`src/rtl/multicycle_sequencer.sv`:
```
// Multi-cycle control sequencer: steps each instruction through
// FETCH/DECODE/EXEC/MEM/WB, drives the memory handshakes and decides in which
// cycle the IR, PC, register-file and data-memory enables fire.
module multicycle_sequencer #(
    parameter logic [6:0] OP_R  = 7'b1110011,
    parameter logic [6:0] OP_LD = 7'b1101011,
    parameter logic [6:0] OP_ST = 7'b1000011,
    parameter logic [6:0] OP_BR = 7'b1100011,
    parameter int         CNT_W = 32
) (
    input  logic             clk,
    input  logic             rst,
    input  logic             run,
    input  logic [6:0]       opcode,
    input  logic             zero,
    input  logic             imem_ack,
    input  logic             dmem_ack,
    output logic             imem_req,
    output logic             ir_write,
    output logic             dmem_req,
    output logic             mem_read,
    output logic             mem_write,
    output logic             reg_write,
    output logic             pc_write,
    output logic             pc_src,
    output logic             trap,
    output logic [2:0]       state,
    output logic [CNT_W-1:0] retired
);

    typedef enum logic [2:0] {
        S_IDLE   = 3'd0,
        S_FETCH  = 3'd1,
        S_DECODE = 3'd2,
        S_EXEC   = 3'd3,
        S_MEM    = 3'd4,
        S_WB     = 3'd5,
        S_TRAP   = 3'd6
    } state_t;

    // Instruction class captured in DECODE; reset value 0 is the R class.
    localparam logic [1:0] CLS_R  = 2'd0;
    localparam logic [1:0] CLS_LD = 2'd1;
    localparam logic [1:0] CLS_ST = 2'd2;
    localparam logic [1:0] CLS_BR = 2'd3;

    state_t           state_q, state_d;
    logic [1:0]       cls_q, cls_d;
    logic [CNT_W-1:0] retired_q, retired_d;
    logic             trap_q, trap_d;
    logic             complete;

    // State, class, retired counter and sticky trap flag; async reset clears all.
    always_ff @(posedge clk or negedge rst) begin
        if (!rst) begin
            state_q   <= S_IDLE;
            cls_q     <= CLS_R;
            retired_q <= '0;
            trap_q    <= 1'b0;
        end else begin
            state_q   <= state_d;
            cls_q     <= cls_d;
            retired_q <= retired_d;
            trap_q    <= trap_d;
        end
    end

    // Next-state and combinational enable decode; every enable defaults low.
    always_comb begin
        state_d   = state_q;
        cls_d     = cls_q;
        retired_d = retired_q;
        trap_d    = trap_q;
        imem_req  = 1'b0;
        ir_write  = 1'b0;
        dmem_req  = 1'b0;
        mem_read  = 1'b0;
        mem_write = 1'b0;
        reg_write = 1'b0;
        pc_write  = 1'b0;
        pc_src    = 1'b0;
        complete  = 1'b0;

        case (state_q)
            S_IDLE: begin
                if (run) state_d = S_FETCH;
            end
            S_FETCH: begin
                imem_req = 1'b1;
                ir_write = imem_ack;
                if (imem_ack) state_d = S_DECODE;
            end
            S_DECODE: begin
                // Opcode is only looked at here; later changes are ignored.
                state_d = S_EXEC;
                if (opcode == OP_R)       cls_d = CLS_R;
                else if (opcode == OP_LD) cls_d = CLS_LD;
                else if (opcode == OP_ST) cls_d = CLS_ST;
                else if (opcode == OP_BR) cls_d = CLS_BR;
                else begin
                    state_d = S_TRAP;
                    trap_d  = 1'b1;
                end
            end
            S_EXEC: begin
                case (cls_q)
                    CLS_R:          state_d = S_WB;
                    CLS_LD, CLS_ST: state_d = S_MEM;
                    default: begin
                        // Branch resolves here: zero selects the target.
                        pc_write = 1'b1;
                        pc_src   = zero;
                        complete = 1'b1;
                    end
                endcase
            end
            S_MEM: begin
                dmem_req  = 1'b1;
                mem_read  = (cls_q == CLS_LD);
                mem_write = (cls_q == CLS_ST);
                if (dmem_ack) begin
                    if (cls_q == CLS_LD) begin
                        state_d = S_WB;
                    end else begin
                        pc_write = 1'b1;
                        complete = 1'b1;
                    end
                end
            end
            S_WB: begin
                reg_write = 1'b1;
                pc_write  = 1'b1;
                complete  = 1'b1;
            end
            S_TRAP: begin
                // Parked until reset; counter and enables frozen.
                state_d = S_TRAP;
            end
            default: state_d = S_IDLE;
        endcase

        // Completion: count it and either chain the next fetch or go idle.
        if (complete) begin
            retired_d = retired_q + CNT_W'(1);
            state_d   = run ? S_FETCH : S_IDLE;
        end
    end

    assign state   = state_q;
    assign retired = retired_q;
    assign trap    = trap_q;

endmodule

```
`config.mk`:
```
export PLATFORM = sky130hd
export DESIGN_NAME = multicycle_sequencer
export DESIGN_NICKNAME = d
export VERILOG_FILES = /design/src/rtl/multicycle_sequencer.sv
export SDC_FILE = /design/constraint.sdc
export NUM_CORES = 1
export LEC_CHECK = 0
export BUFFER_PORTS_ARGS = -buffer_cell sky130_fd_sc_hd__buf_4
export CAP_MARGIN = 20
export CORE_MARGIN = 2
export CORE_UTILIZATION = 35
export DETAILED_ROUTE_END_ITERATION = 10
export PLACE_DENSITY_LB_ADDON = 0.25
export SYNTH_ARGS = -nofsm -noshare
export SYNTH_HDL_FRONTEND = slang
export SYNTH_SLANG_ARGS = --single-unit
```
`constraint.sdc`:
```
create_clock -name clk -period 1.8 [get_ports clk]
set_clock_uncertainty 0.15 [all_clocks]
set_input_delay 0.09 -clock clk [delete_from_list [all_inputs] [get_ports clk]]
set_output_delay 0.09 -clock clk [all_outputs]
set_load 0.005 [all_outputs]
```
After elaboration in Yosys (flattened, before gate mapping)
Cells that the tools add are included.
{ "totals": {"reg_bits": 38, "latch_bits": 0, "ramBits": 0, "romBits": 0, "in_bits": 13, "output_inout_bits": 44, "memories": 0} }
{ "classes": {"addsub": 1, "mul": 0, "n_div": 0, "n_lt_le_gt_ge": 0, "n_eq_ne": 18, "shifts": 0, "muxes": 28, "bitwise_logic": 4, "reduce_logical": 8} }
{ "op_table": {"columns": ["cell", "count"], "rows": [
  ["$add A32 B1 Y32 const B", 1],
  ["$eq A7 B7 Y1 const B", 4],
  ["$mux W3", 9],
  ["$pmux W3 S7", 1],
  ["$mux W1", 12],
  ["$ne A3 B3 Y1 const B", 4],
  ["$eq A3 B3 Y1 const B", 3],
  ["$mux W2", 4],
  ["$eq A3 B2 Y1 const B", 2],
  ["$pmux W3 S2", 1],
  ["$reduce_and A6 Y1", 1],
  ["$reduce_and A5 Y1", 1],
  ["$ne A4 B4 Y1 const B", 1],
  ["$not A1 Y1", 4],
  ["$reduce_bool A4 Y1", 1],
  ["$eq A3 B1 Y1 const B", 1],
  ["$logic_not A3 Y1", 1],
  ["$pmux W1 S3", 1],
  ["$reduce_or A3 Y1", 1],
  ["$eq A2 B1 Y1 const B", 1],
  ["$eq A2 B2 Y1 const B", 1],
  ["$logic_not A2 Y1", 1],
  ["$ne A2 B2 Y1 const B", 1],
  ["$reduce_and A2 Y1", 1],
  ["$reduce_or A2 Y1", 1]
]} }

Longest topological paths before layout
{ "logic_depth": {"ltp_word": 7, "mapped_depth": 10} }

Worst setup path before layout
Ideal clock, no wire load.
{ "synth_timing": {"path_kind": "reg-to-reg", "from": "register cls_q[0]", "to": "register retired_q[14] (netlist: retired[14])", "setup_time_ps": 123, "arrival_ps": 1510, "required_time_ps": 1527, "path_slack_ps": 17, "stages_incl_launch_ff": 10, "n_path_buf": 2, "period_less_slack_ps": 1783, "cell_sequence": "dfrtp_1 -> ha_1 -> nor2b_1 -> nand3_1 -> and2_1 -> buf_6 -> clkinv_2 -> buf_6 -> nand4_2 -> xnor2_1"} }
{ "synth_via": {"elab_chain_cells": 4} }
{ "synth_rtl": {"columns": ["element", "line_no", "source"], "rows": [
  ["start: declaration", "48", "logic [1:0] cls_q, cls_d;"],
  ["start signal: assignment", "62", "cls_q <= cls_d;"],
  ["$eq A2 B1 Y1 (tied with other cells)", null, null],
  ["$reduce_or A3 Y1 (no source line) / $mux W1 (equally long branches)", null, null],
  ["$mux W1, on equally long branches", null, null],
  ["$pmux W1 S3 *", null, null],
  ["net pc_write", "24", "output logic pc_write,"],
  ["end signal: assignment", "63", "retired_q <= retired_d;"],
  ["end: declaration", "49", "logic [CNT_W-1:0] retired_q, retired_d;"]
]} }
Mark *: on every way through the listed nets, which the timed path passes. The rest lies on a longest branch.
A chain may end at the register's enable or synchronous reset.

Worst setup path in the final report
{ "layout_timing": {"from": "register cls_q[1]", "to": "register retired_q[29] (netlist: retired[29])"} }
{ "layout_via": {"elab_chain_cells": 4} }
{ "layout_rtl": {"columns": ["element", "line_no", "source"], "rows": [
  ["$eq A2 B1 Y1 (tied with other cells)", "106, 122", null],
  ["$reduce_or A3 Y1 (no source line) / $mux W1 (equally long branches)", null, null],
  ["$mux W1, on equally long branches", "106, 121", null],
  ["$pmux W1 S3 *", "84", "case (state_q)"]
]} }
Mark *: on every way between the ends. The rest lies on a longest branch, timed or not.

==> results.md <==
- The count of placed standard cells including taps is 344.
- Entering global routing, the biggest net connects 39 pins.
- The power share of the combinational group is 0.409.
- In the final layout, the share of cells above drive strength 1 is 0.485.
- The clock-pin slew on the worst setup and hold paths is 80 ps.
- The count of buffers added on input and output ports is 56.
- Wires add up to 4.85 mm.
- The area overhead of the layout relative to synthesis is 56.7%.
- The highest-delay cell along the critical path is dfrtp_2.
- The largest fanout on the critical path is 7.
- For met2 alone, demand over resource in global routing was 0.250.
- In this run the remaining antenna-violating nets after routing total 0.
- TritonCTS built the clock tree.
- Summing over every cut layer, the via total after detailed routing is 1779.
- The largest stage delay on the critical path is 430 ps.
- After the last flow step, the layout net total stands at 310.
- The share of total power in sequential cells is 0.388.
- During I/O placement, the number of pins put on the boundary was 57.
- The type of the setup path with the least slack is reg -> reg.
- The required time at the endpoint of the critical path is 1830 ps.
- The mean number of vias per cell is 4.87.
- After detailed routing, the average wire length per cell comes to 13.3 um.
- The share of the yosys chip area belonging to registers is 0.478.
- The first detailed-routing pass took 4 iterations.
- The yosys synthesis warning count is 0.
- Counting I/O delays and the setup requirement, the final critical path takes 1860 ps.
- The final-report max-slew violation count is 0.
- The number of remaining DRC errors is 0.
- The kind of capture point of the worst setup path is a register.
- The die extent in x is 79.4 um.
- The min-delay analysis places its worst path in the category in -> reg.
- The vertical die dimension is 79.4 um.
- Summed over all layers, the global routing overflow is 0.
- The wire length of the first global-routing pass is 7.59 mm.
- The part of the power in the clock network is 0.203.
- The number of antenna diodes in the final layout is 0.
- The clock net in this run drives a total of 38 sinks.
- Across the run, the number of max-cap violations was 0.
- The slew at the pin closest to its max-slew limit is 497 ps.
- CTS placed an instance of clkbuf_8 at the clock tree root.
- Of the available clock period, the critical path in the final layout requires 1.03.
- Of the total power, the share spent switching nets is 0.343.
- Setup repair after global routing could not meet its margin everywhere.
- The most critical setup path has its startpoint at cls_q[1].
- The synthesized netlist occupies a cell area of 1990 um^2.
- In this run the tightest slew margin relative to its limit is 0.668.
- The clock latency reported for the late side of the worst-skew pair is 290 ps.
- The critical path arrival is 1880 ps.
- The worst flop-to-flop path startpoint is cls_q[1].
- In this run, the number of DRC markers left after iteration 0 of detailed routing was 73.
- The average size of a mapped cell is 10.6 um^2.
- The initial utilization of the core area, before any placement, comes to 0.362.
- Setup violations remaining at the end of the flow were counted as 10.
- The global routing met3 resource utilization is 0.0464.
- The cell count after synthesis is 187.
- The internal power of the cells totals 0.00198 W.
- The critical path goes through ha_4 > nor2b_4 > nand3_4 > a211oi_2 > buf_4 > nand4_1 > xnor2_1.
- The net count of the mapped netlist is 205.
- The number of antenna violations at the first check in global routing was 0.
- The analysis attributes to net switching a power of 0.00103 W.
- Static timing analysis puts the maximum clock frequency at 539 MHz.
- The final instance count without filler cells is 365.
- The total CTS buffers is 5.
- The H-tree depth reported by CTS is 2.
- Synthesis inferred 38 register bits.
- Counting flops with a built-in enable in the synthesized netlist gives 0.
- For met1 alone, demand over resource in global routing was 0.205.
- The global router's overall resource usage is 0.156.
- In the synthesized netlist the dominant register cell turns out to be dfrtp_1.
- The maximum count of clock buffers along a single path is 2.
- The floorplan has 27 rows.
- In this run the most critical hold path is launched from opcode[4].
- The flow ran to the end, but the final reports show violations.
- The cell leakage power is 1.49 nW.
- The unique cell type count in the Yosys netlist is 47.
- The number of global-route vias before repair is 1676.
- The die covers 6310 um^2.
- The type of origin of the critical path is a register.
- The async set-or-reset flop fraction in the synthesized netlist is 1.00.
- IR analysis of the VDD net gives a maximum drop of 0.000581 V.
- The ratio of total power to cell area is 964 nW/um^2.
- The HPWL after detailed placement is 3.41 mm.
- The standard cell core area is 5510 um^2.
- met2 is the most crowded layer.
- The number of hold violations in the final report is 0.
- The checks that failed: setup timing.
- In the final timing run, aggregate negative setup slack is -259 ps.
- Once routing completed, OpenROAD measured the worst setup slack at -56.4 ps.
- The routability congestion estimate from global placement is 0.743.
-- critical path, delay by kind of cell (launching register included) --
kind | cells | cell delay, ps
AO/OA/AOI/OAI | 1 | 280
XOR/XNOR | 1 | 150
adder cells (fa/ha/maj) | 1 | 140
buffers and inverters | 1 | 180
flip-flops | 1 | 430
AND/OR/NAND/NOR | 3 | 400
-- routing by layer --
metal / wire length [um] / share of wire / vias up
met5: 0 / 0 / -
met4: 51 / 0.011 / 0
met3: 247 / 0.051 / 4
met2: 2350 / 0.48 / 44
met1: 2200 / 0.45 / 862
li1: - / - / 869
-- layout by cell type, fill, tap and decap left out, drive strengths merged, types with 2 or more instances in the layout --
cell	count
a211oi	2
a21oi	2
and2	3
and3	7
and4	4
buf	96
clkbuf	7
clkinv	2
dfrtp	38
dlygate4sd3	6
ha	5
inv	6
nand2	17
nand2b	3
nand3	18
nand4	9
nor2	9
nor2b	4
nor3	4
o21ai	4
o31ai	2
or3	2
xnor2	26
xor2	5
-- per-stage QoR --
| stage | utilization | worst slack, ps | hold slack [ps] | power (W) | instance area (um^2) |
|---|---|---|---|---|---|
| floorplan | - | 16.7 | -356 | 0.00159 | 1990 |
| global placement | 0.493 | -59.4 | -60.5 | 0.00210 | 2710 |
| detailed placement | 0.493 | -133 | -55.2 | 0.00211 | 2710 |
| CTS | 0.539 | -70.1 | 23.4 | 0.00285 | 2970 |
| global route | 0.566 | -137 | 54.7 | 0.00320 | 3120 |
| finish | 0.566 | -56.4 | 32.6 | 0.00301 | 3120 |
-- area by class of cell --
| cell class | instances | area, um^2 |
|---|---|---|
| multi-input cells | 138 | 1120 |
| flip-flops and latches | 38 | 957 |
| well taps | 72 | 90.1 |
| fillers | 501 | 2390 |
| clock buffers | 7 | 86.3 |
| repair buffers | 102 | 815 |
| inverters | 7 | 43.8 |
| clock inverters | 1 | 5.00 |
-- cell usage after synthesis (2+ instances only) --
cell,count,area share
dfrtp_1,38,0.48
xnor2_1,26,0.11
nand3_1,18,0.045
nand2_1,17,0.032
nor2_1,9,0.017
nand4_1,7,0.022
ha_1,5,0.031
inv_1,5,0.0094
xor2_1,5,0.022
and3_1,4,0.013
nor2b_1,4,0.013
and2_1,3,0.0094
and3_2,3,0.011
nand2b_1,3,0.0094
o21ai_0,3,0.0075
and4_2,2,0.010
buf_6,2,0.011
nor3_1,2,0.0050
nor3_4,2,0.016
o31ai_1,2,0.0075
-- sequential cells by signal, indices dropped and copies added (netlist names) --
name / count
state: 3
retired: 32
trap: 1
cls_q: 2
-- power by group through the flow --
stage	sequential [W]	clock (W)	combinational, W
finish	0.00117	0.000609	0.00123
global route	0.00118	0.000675	0.00135
CTS	0.00113	0.000634	0.00109
detailed placement	0.00113	0	0.000977
global placement	0.00113	0	0.000969
floorplan	0.00110	0	0.000492
-- path summary, 6_finish.rpt --
check | slack, ps | to | depth (start not counted)
min in group asynchronous | 150 | retired[4] | 2
min reg2reg | 330 | retired[31] | 1
max | -60 | retired[29] | 7
min | 30 | cls_q[0] | 3
max in group asynchronous | 980 | cls_q[0] | 2
max reg2reg | -60 | retired[29] | 7
-- logic make-up after synthesis --
logic type / after synthesis / share of synthesized area
compound gates: 18 / 0.0691
xor+xnor: 31 / 0.136
fa+ha+maj: 5 / 0.0314
buf+inv: 11 / 0.0314
flops: 38 / 0.478
simple gates: 84 / 0.254
-- what timing repair did --
action | CTS | global route
resized for setup | 17 | 31
endpoints found under the hold margin | 41 | 0
pin swaps | 3 | 21
endpoints found under the setup margin | 25 | 38
buffers inserted | 5 | 2
hold buffers | 6 | 0
(Power assumes the default switching activity.)
